File: src/rtl/game_pkg.sv
// Shared types and constants for the Whack-a-Mole round sequencer, display and mole generator.
package game_pkg;

  localparam int unsigned SCORE_W = 10;
  localparam int unsigned LEVEL_W = 2;
  localparam int unsigned TIMER_W = 7;

  localparam int unsigned GAME_ROUND_SECS = 60;
  localparam int unsigned GAME_SCORE_MAX  = 99;

  localparam logic [LEVEL_W-1:0] LVL_NONE = 2'd0;
  localparam logic [LEVEL_W-1:0] LVL_1    = 2'd1;
  localparam logic [LEVEL_W-1:0] LVL_2    = 2'd2;
  localparam logic [LEVEL_W-1:0] LVL_3    = 2'd3;

  typedef enum logic [1:0] {
    ST_IDLE   = 2'd0,
    ST_PLAY   = 2'd1,
    ST_OVER   = 2'd2,
    ST_PAUSED = 2'd3
  } game_state_e;

  // Difficulty level implied by a score within a round.
  function automatic logic [LEVEL_W-1:0] level_of(input logic [SCORE_W-1:0] s,
                                                  input int unsigned lvl2,
                                                  input int unsigned lvl3);
    if (s >= SCORE_W'(lvl3))      return LVL_3;
    else if (s >= SCORE_W'(lvl2)) return LVL_2;
    else                           return LVL_1;
  endfunction

endpackage

File: src/rtl/game_round_ctrl_sec_tick_gen.sv
// sec_tick_gen: game-second prescaler with enable and clear; o_wrap_c flags the wrapping edge.
module sec_tick_gen #(
  parameter int unsigned TICK_DIV = 100_000_000
) (
  input  logic clk,
  input  logic rst,
  input  logic i_en,
  input  logic i_clr,
  output logic o_wrap_c
);

  localparam int unsigned CNT_W = (TICK_DIV > 2) ? $clog2(TICK_DIV) : 1;

  logic [CNT_W-1:0] r_cnt;
  logic             w_last;

  assign w_last   = (r_cnt == CNT_W'(TICK_DIV - 1));
  assign o_wrap_c = i_en && !i_clr && w_last;

  always_ff @(posedge clk) begin
    if (rst)         r_cnt <= '0;
    else if (i_clr)  r_cnt <= '0;
    else if (i_en)   r_cnt <= w_last ? '0 : r_cnt + CNT_W'(1);
  end

endmodule

File: src/rtl/game_round_ctrl.sv
// Round sequencer: game FSM, 1 s tick, elapsed timer, score and level.
// Optional pause feature enabled by defining GAME_PAUSE_EN.
module game_round_ctrl
  import game_pkg::*;
#(
  parameter int unsigned TICK_DIV   = 100_000_000,
  parameter int unsigned ROUND_SECS = GAME_ROUND_SECS,
  parameter int unsigned LVL2_SCORE = 10,
  parameter int unsigned LVL3_SCORE = 25,
  parameter int unsigned SCORE_MAX  = GAME_SCORE_MAX
) (
  input  logic               clk,
  input  logic               rst,
  input  logic               start,
  input  logic               hit,
  input  logic               pause,
  output logic [SCORE_W-1:0] score,
  output logic [LEVEL_W-1:0] level,
  output logic [TIMER_W-1:0] timer,
  output logic               sec_tick,
  output logic               playing,
  output logic               game_over
);

  game_state_e        r_state, w_state_nxt;
  logic [SCORE_W-1:0] r_score, w_score_nxt;
  logic [LEVEL_W-1:0] r_level, w_level_nxt;
  logic [TIMER_W-1:0] r_timer, w_timer_nxt;
  logic               r_tick, w_tick_nxt;
  logic               r_playing, r_over;
  logic               w_pause_req, w_start_play, w_presc_en, w_wrap, w_last_sec;

`ifdef GAME_PAUSE_EN
  assign w_pause_req = pause;
`else
  logic w_unused_pause;
  assign w_unused_pause = pause;
  assign w_pause_req    = 1'b0;
`endif

  assign w_start_play = start && ((r_state == ST_IDLE) || (r_state == ST_OVER));
  // The pausing edge itself does not advance the prescaler.
  assign w_presc_en   = (r_state == ST_PLAY) && !w_pause_req;
  assign w_last_sec   = (r_timer == TIMER_W'(ROUND_SECS - 1));

  sec_tick_gen #(.TICK_DIV(TICK_DIV)) u_sec_tick_gen (
    .clk      (clk),
    .rst      (rst),
    .i_en     (w_presc_en),
    .i_clr    (w_start_play),
    .o_wrap_c (w_wrap)
  );

  always_ff @(posedge clk) begin
    if (rst) r_state <= ST_IDLE;
    else     r_state <= w_state_nxt;
  end

  always_comb begin
    w_state_nxt = r_state;
    case (r_state)
      ST_IDLE, ST_OVER: if (start) w_state_nxt = ST_PLAY;
      ST_PLAY: begin
        if (w_wrap && w_last_sec) w_state_nxt = ST_OVER;
        else if (w_pause_req)     w_state_nxt = ST_PAUSED;
      end
      ST_PAUSED: if (w_pause_req) w_state_nxt = ST_PLAY;
      default:   w_state_nxt = ST_IDLE;
    endcase
  end

  // Next values for the registered datapath outputs.
  always_comb begin
    w_score_nxt = r_score;
    w_level_nxt = r_level;
    w_timer_nxt = r_timer;
    w_tick_nxt  = 1'b0;
    if (w_start_play) begin
      w_score_nxt = '0;
      w_timer_nxt = '0;
      w_level_nxt = LVL_1;
    end else if (r_state == ST_PLAY) begin
      if (hit && (r_score < SCORE_W'(SCORE_MAX))) w_score_nxt = r_score + SCORE_W'(1);
      w_level_nxt = level_of(w_score_nxt, LVL2_SCORE, LVL3_SCORE);
      if (w_wrap) begin
        w_timer_nxt = r_timer + TIMER_W'(1);
        w_tick_nxt  = 1'b1;
      end
    end
  end

  always_ff @(posedge clk) begin
    if (rst) begin
      r_score   <= '0;
      r_level   <= LVL_NONE;
      r_timer   <= '0;
      r_tick    <= 1'b0;
      r_playing <= 1'b0;
      r_over    <= 1'b0;
    end else begin
      r_score   <= w_score_nxt;
      r_level   <= w_level_nxt;
      r_timer   <= w_timer_nxt;
      r_tick    <= w_tick_nxt;
      r_playing <= (w_state_nxt == ST_PLAY);
      r_over    <= (w_state_nxt == ST_OVER);
    end
  end

  assign score     = r_score;
  assign level     = r_level;
  assign timer     = r_timer;
  assign sec_tick  = r_tick;
  assign playing   = r_playing;
  assign game_over = r_over;

endmodule

File: config.mk
export PLATFORM = sky130hd
export DESIGN_NAME = game_round_ctrl
export DESIGN_NICKNAME = d
export VERILOG_FILES = /design/src/rtl/game_pkg.sv /design/src/rtl/game_round_ctrl_sec_tick_gen.sv /design/src/rtl/game_round_ctrl.sv
export SDC_FILE = /design/constraint.sdc
export NUM_CORES = 1
export LEC_CHECK = 0
export ABC_AREA = 1
export BUFFER_PORTS_ARGS = -buffer_cell sky130_fd_sc_hd__buf_4
export CORE_ASPECT_RATIO = 0.8
export CORE_MARGIN = 2
export CORE_UTILIZATION = 55
export CTS_BUF_LIST = sky130_fd_sc_hd__clkbuf_4
export DETAILED_ROUTE_END_ITERATION = 10
export GPL_TIMING_DRIVEN = 1
export PLACE_DENSITY = 0.76
export SLEW_MARGIN = 40
export SYNTH_ARGS = -nofsm -noshare
export SYNTH_HDL_FRONTEND = slang
export SYNTH_HIERARCHICAL = 1
export SYNTH_SLANG_ARGS = --single-unit
File: constraint.sdc
create_clock -name clk -period 2 [get_ports clk]
set_input_delay 0.4 -clock clk [delete_from_list [all_inputs] [get_ports clk]]
set_output_delay 0.4 -clock clk [all_outputs]
set_load 0.005 [all_outputs]
# ---- Word level (Yosys, flattened, before mapping)
# Cells that the tools add are included.
dict set report op_classes {
  n_bitwise 1
  n_mux 12
  reduce_logical 13
  addsub 3
  n_eq_ne 7
  order_cmp 3
}
# cell n
set ops {}
lappend ops {{$mux W10} 3}
lappend ops {{$add A27 B1 Y27 const B} 1}
lappend ops {{$eq A27 B27 Y1 const B} 1}
lappend ops {{$mux W27} 1}
lappend ops {{$add A10 B1 Y10 const B} 1}
lappend ops {{$ge A10 B4 Y1 const B} 1}
lappend ops {{$ge A10 B5 Y1 const B} 1}
lappend ops {{$lt A10 B7 Y1 const B} 1}
lappend ops {{$mux W2} 4}
lappend ops {{$add A7 B1 Y7 const B} 1}
lappend ops {{$eq A7 B6 Y1 const B} 1}
lappend ops {{$eq A2 B2 Y1 const B} 3}
lappend ops {{$pmux W2 S3} 1}
lappend ops {{$logic_and A1 B1 Y1} 5}
lappend ops {{$eq A2 B1 Y1 const B} 2}
lappend ops {{$reduce_or A2 Y1} 2}
lappend ops {{$mux W1} 3}
lappend ops {{$reduce_or A3 Y1} 1}
lappend ops {{$logic_not A2 Y1} 1}
lappend ops {{$reduce_and A2 Y1} 1}
lappend ops {{$reduce_bool A2 Y1} 1}
lappend ops {{$logic_not A1 Y1} 1}
lappend ops {{$logic_or A1 B1 Y1} 1}
lappend ops {{$not A1 Y1} 1}
dict set report totals {
  out_inout_bits 22
  input_bits 5
  register_bits 51
  wordCells 48
}

# ---- Longest topological paths before layout
# Gate-level depths: netlist of the first run.
dict set report depth {
  ltp_word 10
  depth_mapped 15
  ltp_nobuf 15
}

# ---- By module
# Netlist of the first run, hierarchy kept.
# module cells_each seq_area_each_um2 n_inst area_each_um2
set by_module_without_submodules {}
lappend by_module_without_submodules {sec_tick_gen 240 540.5 1 1566.5}
lappend by_module_without_submodules {game_round_ctrl 181 480.5 1 1295.0}

# ---- Worst setup path after synthesis of the first run
# OpenSTA, ideal clock, no wires.
dict set report synth_path {
  path_type {reg-to-reg}
  from {register u_sec_tick_gen.r_cnt[0]}
  to {register r_timer[6] (netlist: timer[6])}
  path_stages_with_launch 16
  path_slack_ns 0.081
  t_arrival_ns 1.855
  setup_ns 0.064
  period_less_slack_ns 1.919
  cell_sequence {dfxtp_1 -> ha_1 -> nand2_1 -> inv_1 -> nand2_1 -> nor2_1 -> nand2_1 -> nor2_4 -> inv_1 -> nor2_1 -> nand2_4 -> nor3_2 -> nand2_1 -> o21ai_0 -> nand2_1 -> nor2_1}
}
dict set report synth_between {
  elab_chain_len 3
}
# item line
set synth_lines {}
lappend synth_lines {{from (decl)} game_round_ctrl_sec_tick_gen.sv:14} ;# logic [CNT_W-1:0] r_cnt;
lappend synth_lines {{from (signal assigned)} game_round_ctrl_sec_tick_gen.sv:23} ;# else if (i_en) r_cnt <= w_last ? '0 : r_cnt + CNT_W'(1);
lappend synth_lines {{$eq A27 B27 Y1} game_round_ctrl_sec_tick_gen.sv:17} ;# assign w_last = (r_cnt == CNT_W'(TICK_DIV - 1));
lappend synth_lines {{$logic_and A1 B1 Y1} game_round_ctrl_sec_tick_gen.sv:18} ;# assign o_wrap_c = i_en && !i_clr && w_last;
lappend synth_lines {{named net w_wrap} game_round_ctrl.sv:31} ;# logic w_pause_req, w_start_play, w_presc_en, w_wrap, w_last_sec;
lappend synth_lines {{$reduce_and A2 Y1 (no source line)} -}
lappend synth_lines {{to (signal assigned)} game_round_ctrl.sv:103} ;# r_timer <= w_timer_nxt;
lappend synth_lines {{to (decl)} game_round_ctrl.sv:28} ;# logic [TIMER_W-1:0] r_timer, w_timer_nxt;
# The timed path passes the listed nets, and every way through them passes these cells.
# A chain may end at the register's enable or synchronous reset.

# ---- Worst setup path in the final report of the first run
dict set report layout_path {
  from {register u_sec_tick_gen.r_cnt[1]}
  to {register r_over (netlist: game_over)}
}
dict set report layout_between {
  elab_chain_len 6
}
# item line
set layout_lines {}
lappend layout_lines {{$eq A27 B27 Y1} game_round_ctrl_sec_tick_gen.sv:17}
lappend layout_lines {{$logic_and A1 B1 Y1} game_round_ctrl_sec_tick_gen.sv:18}
lappend layout_lines {{named net w_wrap} game_round_ctrl.sv:31}
lappend layout_lines {{$logic_and A1 B1 Y1} game_round_ctrl.sv:64} ;# if (w_wrap && w_last_sec) w_state_nxt = ST_OVER;
lappend layout_lines {{$mux W2} game_round_ctrl.sv:64}
lappend layout_lines {{$pmux W2 S3} game_round_ctrl.sv:61} ;# case (r_state)
lappend layout_lines {{$eq A2 B2 Y1} game_round_ctrl.sv:106} ;# r_over <= (w_state_nxt == ST_OVER);
lappend layout_lines {{to (signal assigned)} game_round_ctrl.sv:106}
lappend layout_lines {{to (decl)} game_round_ctrl.sv:30} ;# logic r_playing, r_over;
# The timed path passes the listed nets, and every way through them passes these cells.

==> results.toml, run 1 <==
[drt]
via_per_inst = 5.04
drtPass1Iterations = 4
top_layer_used = "met4"
wl_met3_um = 331
met2WireLength_mm = 2.83
drc = 0
final_antenna_net_count = 0
drtIter0Drc = 170
num_vias = 2709
totalWireLength_mm = 6.36
wire_per_inst_um = 11.8
met1_length_mm = 3.14

[sta]
fin_crit_sh_pct = 94.4
rsz0062_at_grt = "yes"
whs_ps = 252
max_freq_mhz = 530
clock_skew_ps = 11.8
finalHoldViolCount = 0
min_period_ps = 1890
slew_headroom_pct = 73.2
slew_violations = 0
finalSetupViolCount = 0
worst_pin_slew_ps = 402

[logic_synthesis]
syn_area_mm2 = 0.00286
syn_area_per_cell_um2 = 6.80
yosysSeqAreaShare_pct = 35.7
synth_top_area_share_pct = 35.7
postSynthCellCount = 421
yosys_warnings = 6
synth_area_leaders = "dfxtp_1 (36%), nand2_1 (12%), nor2_1 (9.6%), inv_1 (8.1%), nand3_1 (3.1%)"
synth_nets = 429
synthDistinctLibCells = 39
synth-seq-cells = 51
synth_top_area_cell = "dfxtp_1"

[floorplanning]
rows = 23
die_y_um = 68.5
start_util_pct = 57.1
ioPinCount = 27
die_w_um = 84.6
dieArea_mm2 = 0.00580
coreArea_mm2 = 0.00501

[place]
port_buffers = 25
dp_hpwl_mm = 4.81
gp_congestion = 0.895

[outcome]
status = "complete, no violations"

[clocking]
clock_latency_ps = 360
cts_made_buffers = 5
cts.clk_slew.worst_paths_ps = 140
cts_tree = "yes"
cts_buffer_depth = 2
cts-htree-levels = 2
clock_sinks = 51
cts-root-buf = "clkbuf_4"

[setup_path]
crit_fanout = 2
critPathKind = "reg2reg"
worst-r2r-setup-slack_ps = 110
crit_required_ps = 2310
critPathCaptureType = "flop"
r2r_start = "u_sec_tick_gen/r_cnt[1]"
r2r_cells = 15
worstPathArrival_ps = 2190
worst_r2r_endpoint = "game_over"
setup.worst_path.start_class = "flop"
crit_path_end = "game_over"
crit_start = "u_sec_tick_gen/r_cnt[1]"

[pwr]
max-vdd-ir-drop_mv = 0.438
p_per_area_mw_per_mm2 = 526
p_leak_nw = 1.55

[layout]
seq_area_mm2 = 0.00103
drive_above_1_share_pct = 23.4
antenna_cells = 0
layout_common_cells = "nand2_1 (90), nor2_1 (68), inv_1 (60)"
final_util_pct = 68.4
fill_cells = 437
mostFrequentLayoutCell = "nand2_1"
layout.nets = 483
multi_input_area_mm2 = 0.00161
area_growth_pct = 19.7

[worst_hold_path]
holdPathStages = 2
hold_path_class = "in2reg"

[global_routing]
grt_pass1_vias = 2551
grt_max_degree = 15
grtUsageTotal_pct = 24.0
grt_overflow_total = 0
grt_pass1_wl_mm = 11.2
grt_antenna_before_repair = 0

[job]
drv_cap = 0
[metal layers]
metal | global-route usage (%) | vias to the layer above
met5 | 0 | -
met3 | 3.93 | 6
met1 | 32.9 | 1214
li1 | - | 1422
met2 | 40.0 | 67
met4 | 6.35 | 0
[cell usage after synthesis, drive strengths merged]
cell and number:
a21oi 17, or2 1, inv 67, mux2i 1, nand2b 1, o21a 1, o21bai 3, nand2 99
xor2 5, xnor2 3, nor3 14, nor2b 1, dfxtp 51, ha 3, a211oi 1, clkinv 2
o31ai 1, nand4 11, buf 3, o21ai 17, and3 1, nor3b 2, nor2 92, nand3b 2
nand3 21, o22ai 1
[through the flow]
| step | total power [mW] | instances | instance area (um^2) | TNS (ps) | worst slack [ps] |
|---|---|---|---|---|---|
| 2_1_floorplan | 1.18 | 421 | 2860 | 0 | 81.0 |
| 5_1_grt | 1.88 | 537 | 3430 | -54.1 | -54.1 |
| 3_3_place_gp | 1.23 | 527 | 3260 | 0 | 36.7 |
| 6_report | 1.80 | 537 | 3430 | 0 | 113 |
| 3_5_place_dp | 1.23 | 527 | 3260 | -119 | -60.0 |
| 4_1_cts | 1.82 | 534 | 3350 | 0 | 2.85 |
[power breakdown]
group	switching, mW	total [mW]	internal [mW]	leakage (nW)
registers	0.0163	1.05	1.03	0.415
logic	0.105	0.170	0.0652	1.09
clock network	0.312	0.584	0.272	0.0417
[worst max-delay path, cell delays in order, from the launching register on]
cell and delay [ps]:
dfxtp_2 380, ha_4 140, nand2_2 60, inv_2 60, nand2_2 60, nor2_4 90, nand2_2 70, nor2_4 120
inv_2 50, nor2_4 130, nand4_1 140, o21bai_1 160, inv_1 80, nor2_2 140, nand2_1 60, nor2_1 90
[layout make-up]
cell class              count  share of cell area (%)
multi-input cells         298                    46.9
flip-flops and latches     51                    30.0
repair buffers             50                    11.0
inverters                  69                    7.71
well taps                  62                    2.26
clock buffers               6                    1.31
clock inverters             1                   0.877
[registers in the layout, summed over array words and instances (netlist names), named ones only]
register              cells
game_over                 1
level                     2
playing                   1
r_state                   2
score                     9
sec_tick                  1
timer                     7
u_sec_tick_gen/r_cnt     27
[repair_timing]
| item | CTS | global route |
|---|---|---|
| setup buffers | 0 | 3 |
| pin swaps | 0 | 11 |
| gates resized for setup | 2 | 22 |
| endpoints found under the setup margin | 3 | 7 |
| hold buffers | 0 | 0 |
[kinds of logic (layout without fill, tap and decap cells)]
logic type | count (synthesis) | after routing | share of synthesized area (%)
XOR/XNOR | 8 | 8 | 2.45
AND/OR/NAND/NOR | 245 | 245 | 42.2
buffers and inverters | 72 | 126 | 10.1
adder cells (fa/ha/maj) | 3 | 3 | 1.31
AO/OA/AOI/OAI | 41 | 41 | 7.87
multiplexers | 1 | 1 | 0.350
flip-flops | 51 | 51 | 35.7
[worst min path at each step]
stage	startpoint	endpoint	slack [ps]
after floorplan	score[8]	score[8]	450
after global placement	score[8]	score[8]	440
after detailed placement	score[9]	score[9]	450
after CTS	rst	sec_tick	240
after global routing	rst	sec_tick	230
final	rst	sec_tick	250
Note: power is estimated with default switching activity, not from simulation.
==> run 2: changes to the inputs <==
--- a/config.mk
+++ b/config.mk
@@ -6,14 +6,14 @@
 export NUM_CORES = 1
 export LEC_CHECK = 0
 export ABC_AREA = 1
-export BUFFER_PORTS_ARGS = -buffer_cell sky130_fd_sc_hd__buf_4
 export CORE_ASPECT_RATIO = 0.8
 export CORE_MARGIN = 2
-export CORE_UTILIZATION = 55
+export CORE_UTILIZATION = 35
 export CTS_BUF_LIST = sky130_fd_sc_hd__clkbuf_4
 export DETAILED_ROUTE_END_ITERATION = 10
+export DONT_BUFFER_PORTS = 1
 export GPL_TIMING_DRIVEN = 1
-export PLACE_DENSITY = 0.76
+export PLACE_DENSITY = 0.49
 export SLEW_MARGIN = 40
 export SYNTH_ARGS = -nofsm -noshare
 export SYNTH_HDL_FRONTEND = slang
==> results.toml, run 2 (synthesis results as in run 1) <==
[layout]
antenna_cells = 0
area_growth_pct = 16.0
layout.nets = 463
drive_above_1_share_pct = 20.8
stdcell_area_mm2 = 0.00332
mostFrequentLayoutCell = "nand2_1"
largest_register_ffs = 27
layout_common_cells = "nand2_1 (90), nor2_1 (68), inv_1 (60)"
final_util_pct = 41.8
top_register = "u_sec_tick_gen/r_cnt"

[sta]
max_freq_mhz = 523
slew_headroom_pct = 72.1
finalSetupViolCount = 0
fin_crit_sh_pct = 95.5
setup_slack_ps = 89.4
rsz0062_at_grt = "yes"
slew_violations = 0
clock_skew_ps = 14.4
min_period_ps = 1910
finalSetupTns_ps = 0
finalHoldViolCount = 0
worst_pin_slew_ps = 419

[pwr]
p_int_mw = 1.25
sw_frac_of_total_pct = 26.2
p_seq_share_pct = 62.1
p_total_mw = 1.69
p_per_area_mw_per_mm2 = 509
p_leak_nw = 1.42
power.share.clock_pct = 29.2
max-vdd-ir-drop_mv = 0.278
combPwrFrac_pct = 8.7
switchingPower_mw = 0.441

[setup_path]
cp_num_buf_inv = 3
critPathKind = "reg2reg"
cpMaxStageDelayCell = "dfxtp_2"
crit_family = "simple AND/OR/NAND/NOR gates"
worstPathArrival_ps = 2210
crit_fanout = 3
path_cells = "inv_2 > nor2_8 > nand4_1 > nor2_2 > nand2_2 > nor2_4 > inv_2 > nor2_4 > nand4_1 > o21bai_1 > inv_1 > nor2_2 > nand2_1 > nor2_1"
crit_required_ps = 2300
cpPeakStageDelay_ps = 360
setup.worst_path.start_class = "flop"
critPathCaptureType = "flop"

[global_routing]
grt_antenna_before_repair = 0
grtUsageTotal_pct = 16.2
grt_pass1_vias = 2516
grt_pass1_wl_mm = 11.8
grt_overflow_total = 0
grt_max_degree = 15

[place]
port_buffers = 0
dp_hpwl_mm = 5.15
placement.cell_area_mm2 = 0.00319
gp_congestion = 0.806
place_ws_ps = -43.9

[clocking]
holdBufCountCts = 0
cts_made_buffers = 5
cts_tree = "yes"
cts-root-buf = "clkbuf_4"
cts-htree-levels = 2
clock_latency_ps = 360
clock_sinks = 51
cts.clk_slew.worst_paths_ps = 150
cts_buffer_depth = 2

[worst_hold_path]
hold_path_class = "in2reg"

[floorplanning]
die_w_um = 105
dieArea_mm2 = 0.00892
die_y_um = 84.9
start_util_pct = 36.0
coreArea_mm2 = 0.00795
rows = 29
ioPinCount = 27

[drt]
wire_per_inst_um = 11.8
final_antenna_net_count = 0
via_per_inst = 4.51
totalWireLength_mm = 6.68
drtPass1Iterations = 4
drtIter0Drc = 78
num_vias = 2541
drc = 0

[outcome]
status = "complete, no violations"

[job]
drv_cap = 0
## run 2: repair_timing
action | in CTS | in global routing
hold endpoints to repair | 0 | 0
pin swaps | 0 | 11
gates resized for setup | 4 | 23
setup endpoints to repair | 4 | 6
buffers inserted | 0 | 1
## run 2: metal layers
layer | part of all wire [%] | GRT usage (%) | wire length, um | vias up
met2 | 38 | 23.8 | 2520 | 42
li1 | - | - | - | 1386
met1 | 56 | 23.5 | 3730 | 1109
met5 | 0 | 0 | 0 | -
met3 | 5.5 | 4.84 | 370 | 4
met4 | 0.85 | 3.52 | 57 | 0
## run 2: worst paths after layout
kind | start | slack (ps) | cells past startpoint | endpoint
max | r_state[0] | 90 | 14 | game_over
min | rst | 80 | 1 | r_state[0]
max reg2reg | r_state[0] | 90 | 14 | game_over
min reg2reg | score[9] | 500 | 2 | score[9]
## run 2: power by group through the flow
stage / combinational, mW / clock (mW) / sequential (mW)
finish: 0.148 / 0.492 / 1.05
CTS: 0.148 / 0.523 / 1.05
detailed placement: 0.147 / 0 / 1.07
floorplan: 0.113 / 0 / 1.07
global route: 0.169 / 0.552 / 1.05
global placement: 0.146 / 0 / 1.07
## run 2: stage by stage
stage / hold WS (ps) / std cells
2_1_floorplan: 448 / 421
3_3_place_gp: 469 / 555
3_5_place_dp: 475 / 555
4_1_cts: 68.0 / 563
5_1_grt: 59.5 / 564
6_report: 81.0 / 564
## run 2: cell type report
type	instances	area (um^2)
Timing Repair Buffer	30	225
Clock buffer	7	52.6
Fill cell	852	4630
Sequential cell	51	1030
Clock inverter	1	5.00
Multi-Input combinational cell	298	1610
Inverter	69	262
Tap cell	108	135
==> run 3: changes to the inputs <==
--- a/config.mk
+++ b/config.mk
@@ -12,8 +12,9 @@
 export CTS_BUF_LIST = sky130_fd_sc_hd__clkbuf_4
 export DETAILED_ROUTE_END_ITERATION = 10
 export DONT_BUFFER_PORTS = 1
+export GPL_ROUTABILITY_DRIVEN = 1
 export GPL_TIMING_DRIVEN = 1
-export PLACE_DENSITY = 0.49
+export PLACE_DENSITY = 0.5
 export SLEW_MARGIN = 40
 export SYNTH_ARGS = -nofsm -noshare
 export SYNTH_HDL_FRONTEND = slang
==> results.toml, run 3 (synthesis results as in run 1) <==
[place]
place_ws_ps = -134
port_buffers = 0
dp_hpwl_mm = 5.15
gp_congestion = 0.822

[worst_hold_path]
hold_path_class = "in2reg"

[global_routing]
grt_pass1_wl_mm = 11.7
grt_overflow_total = 0
grt_antenna_before_repair = 0
grt_pass1_vias = 2443
grtUsageTotal_pct = 16.1
grt_max_degree = 17

[clocking]
cts-root-buf = "clkbuf_4"
cts.clk_slew.worst_paths_ps = 160
clock_latency_ps = 360
clock_sinks = 51
cts_tree = "yes"
cts_made_buffers = 5
cts_buffer_depth = 2
holdBufCountCts = 0
cts-htree-levels = 2

[layout]
top_register = "u_sec_tick_gen/r_cnt"
area_growth_pct = 16.8
layout.nets = 463
mostFrequentLayoutCell = "nand2_1"
fill_cells = 849
largest_register_ffs = 27
final_util_pct = 42.1
antenna_cells = 0
drive_above_1_share_pct = 20.0
layout_common_cells = "nand2_1 (90), nor2_1 (68), inv_1 (59)"

[drt]
drtPass1Iterations = 4
via_per_inst = 4.57
drc = 0
num_vias = 2576
drtIter0Drc = 89
final_antenna_net_count = 0
wire_per_inst_um = 12.0
totalWireLength_mm = 6.78

[floorplanning]
ioPinCount = 27
start_util_pct = 36.0
dieArea_mm2 = 0.00892
rows = 29
coreArea_mm2 = 0.00795
die_w_um = 105
die_y_um = 84.9

[sta]
min_period_ps = 1930
clock_skew_ps = 7.88
slew_violations = 0
finalHoldViolCount = 0
rsz0062_at_grt = "yes"
worst_pin_slew_ps = 406
max_freq_mhz = 517
slew_headroom_pct = 72.9
setup_slack_ps = 66.8
fin_crit_sh_pct = 96.7
finalSetupViolCount = 0

[setup_path]
crit_family = "simple AND/OR/NAND/NOR gates"
crit_required_ps = 2320
setup.worst_path.start_class = "flop"
crit_fanout = 3
worst_path_most_repeated_cell = "nor2_4"
critPathKind = "reg2reg"
cpPeakStageDelay_ps = 380
cp_num_buf_inv = 3
critPathCaptureType = "flop"
worstPathArrival_ps = 2250
cpMaxStageDelayCell = "dfxtp_2"
path_cells = "ha_4 > nand2_4 > inv_2 > nand2_4 > nor2_4 > nand2_2 > nor2_4 > inv_2 > nor2_4 > nand4_1 > o21bai_1 > inv_1 > nor2_2 > nand2_1 > nor2_1"

[outcome]
status = "complete, no violations"

[pwr]
p_per_area_mw_per_mm2 = 542
p_leak_nw = 1.46
max-vdd-ir-drop_mv = 0.258

[job]
drv_cap = 0
run 3: what timing repair did:
| item | in CTS | in global routing |
|---|---|---|
| resized for setup | 5 | 20 |
| pin swaps | 0 | 12 |
| setup buffers | 0 | 4 |
| setup endpoints to repair | 4 | 10 |
run 3: power by group:
part | internal [mW] | total [mW] | switching, mW
Sequential | 1.03 | 1.05 | 0.0170
Combinational | 0.0523 | 0.151 | 0.0991
Clock | 0.264 | 0.612 | 0.348
Total | 1.35 | 1.81 | 0.464
run 3: layer usage:
layer / track usage [%] / vias up / wire length, um
met3: 4.15 / 2 / 433
li1: - / 1384 / -
met1: 23.9 / 1140 / 3660
met2: 23.6 / 50 / 2650
met4: 2.91 / 0 / 34
met5: 0 / - / 0
run 3: path summary, 6_finish.rpt:
| path | slack, ps | to | startpoint | cells past startpoint |
|---|---|---|---|---|
| min reg2reg | 500 | score[8] | score[8] | 2 |
| max | 70 | game_over | u_sec_tick_gen/r_cnt[1] | 15 |
| min | 70 | game_over | rst | 1 |
| max reg2reg | 70 | game_over | u_sec_tick_gen/r_cnt[1] | 15 |
run 3: layout make-up:
type | count | area [um^2] | share of cell area [%]
Clock buffer | 5 | 37.5 | 1.12
Sequential cell | 51 | 1030 | 30.8
Multi-Input combinational cell | 298 | 1610 | 48.1
Clock inverter | 3 | 43.8 | 1.31
Timing Repair Buffer | 30 | 225 | 6.74
Inverter | 69 | 264 | 7.90
Tap cell | 108 | 135 | 4.04
run 3: stage by stage:
stage / std cells / setup TNS [ps] / area, um^2 / total power [mW] / hold WS (ps)
after detailed placement: 552 / -361 / 3160 / 1.22 / 475
final: 564 / 0 / 3340 / 1.81 / 72.0
after global placement: 552 / -202 / 3160 / 1.21 / 470
after global routing: 564 / -88.0 / 3340 / 1.90 / 33.5
after CTS: 560 / 0 / 3260 / 1.84 / 50.1
after floorplan: 421 / 0 / 2860 / 1.18 / 448
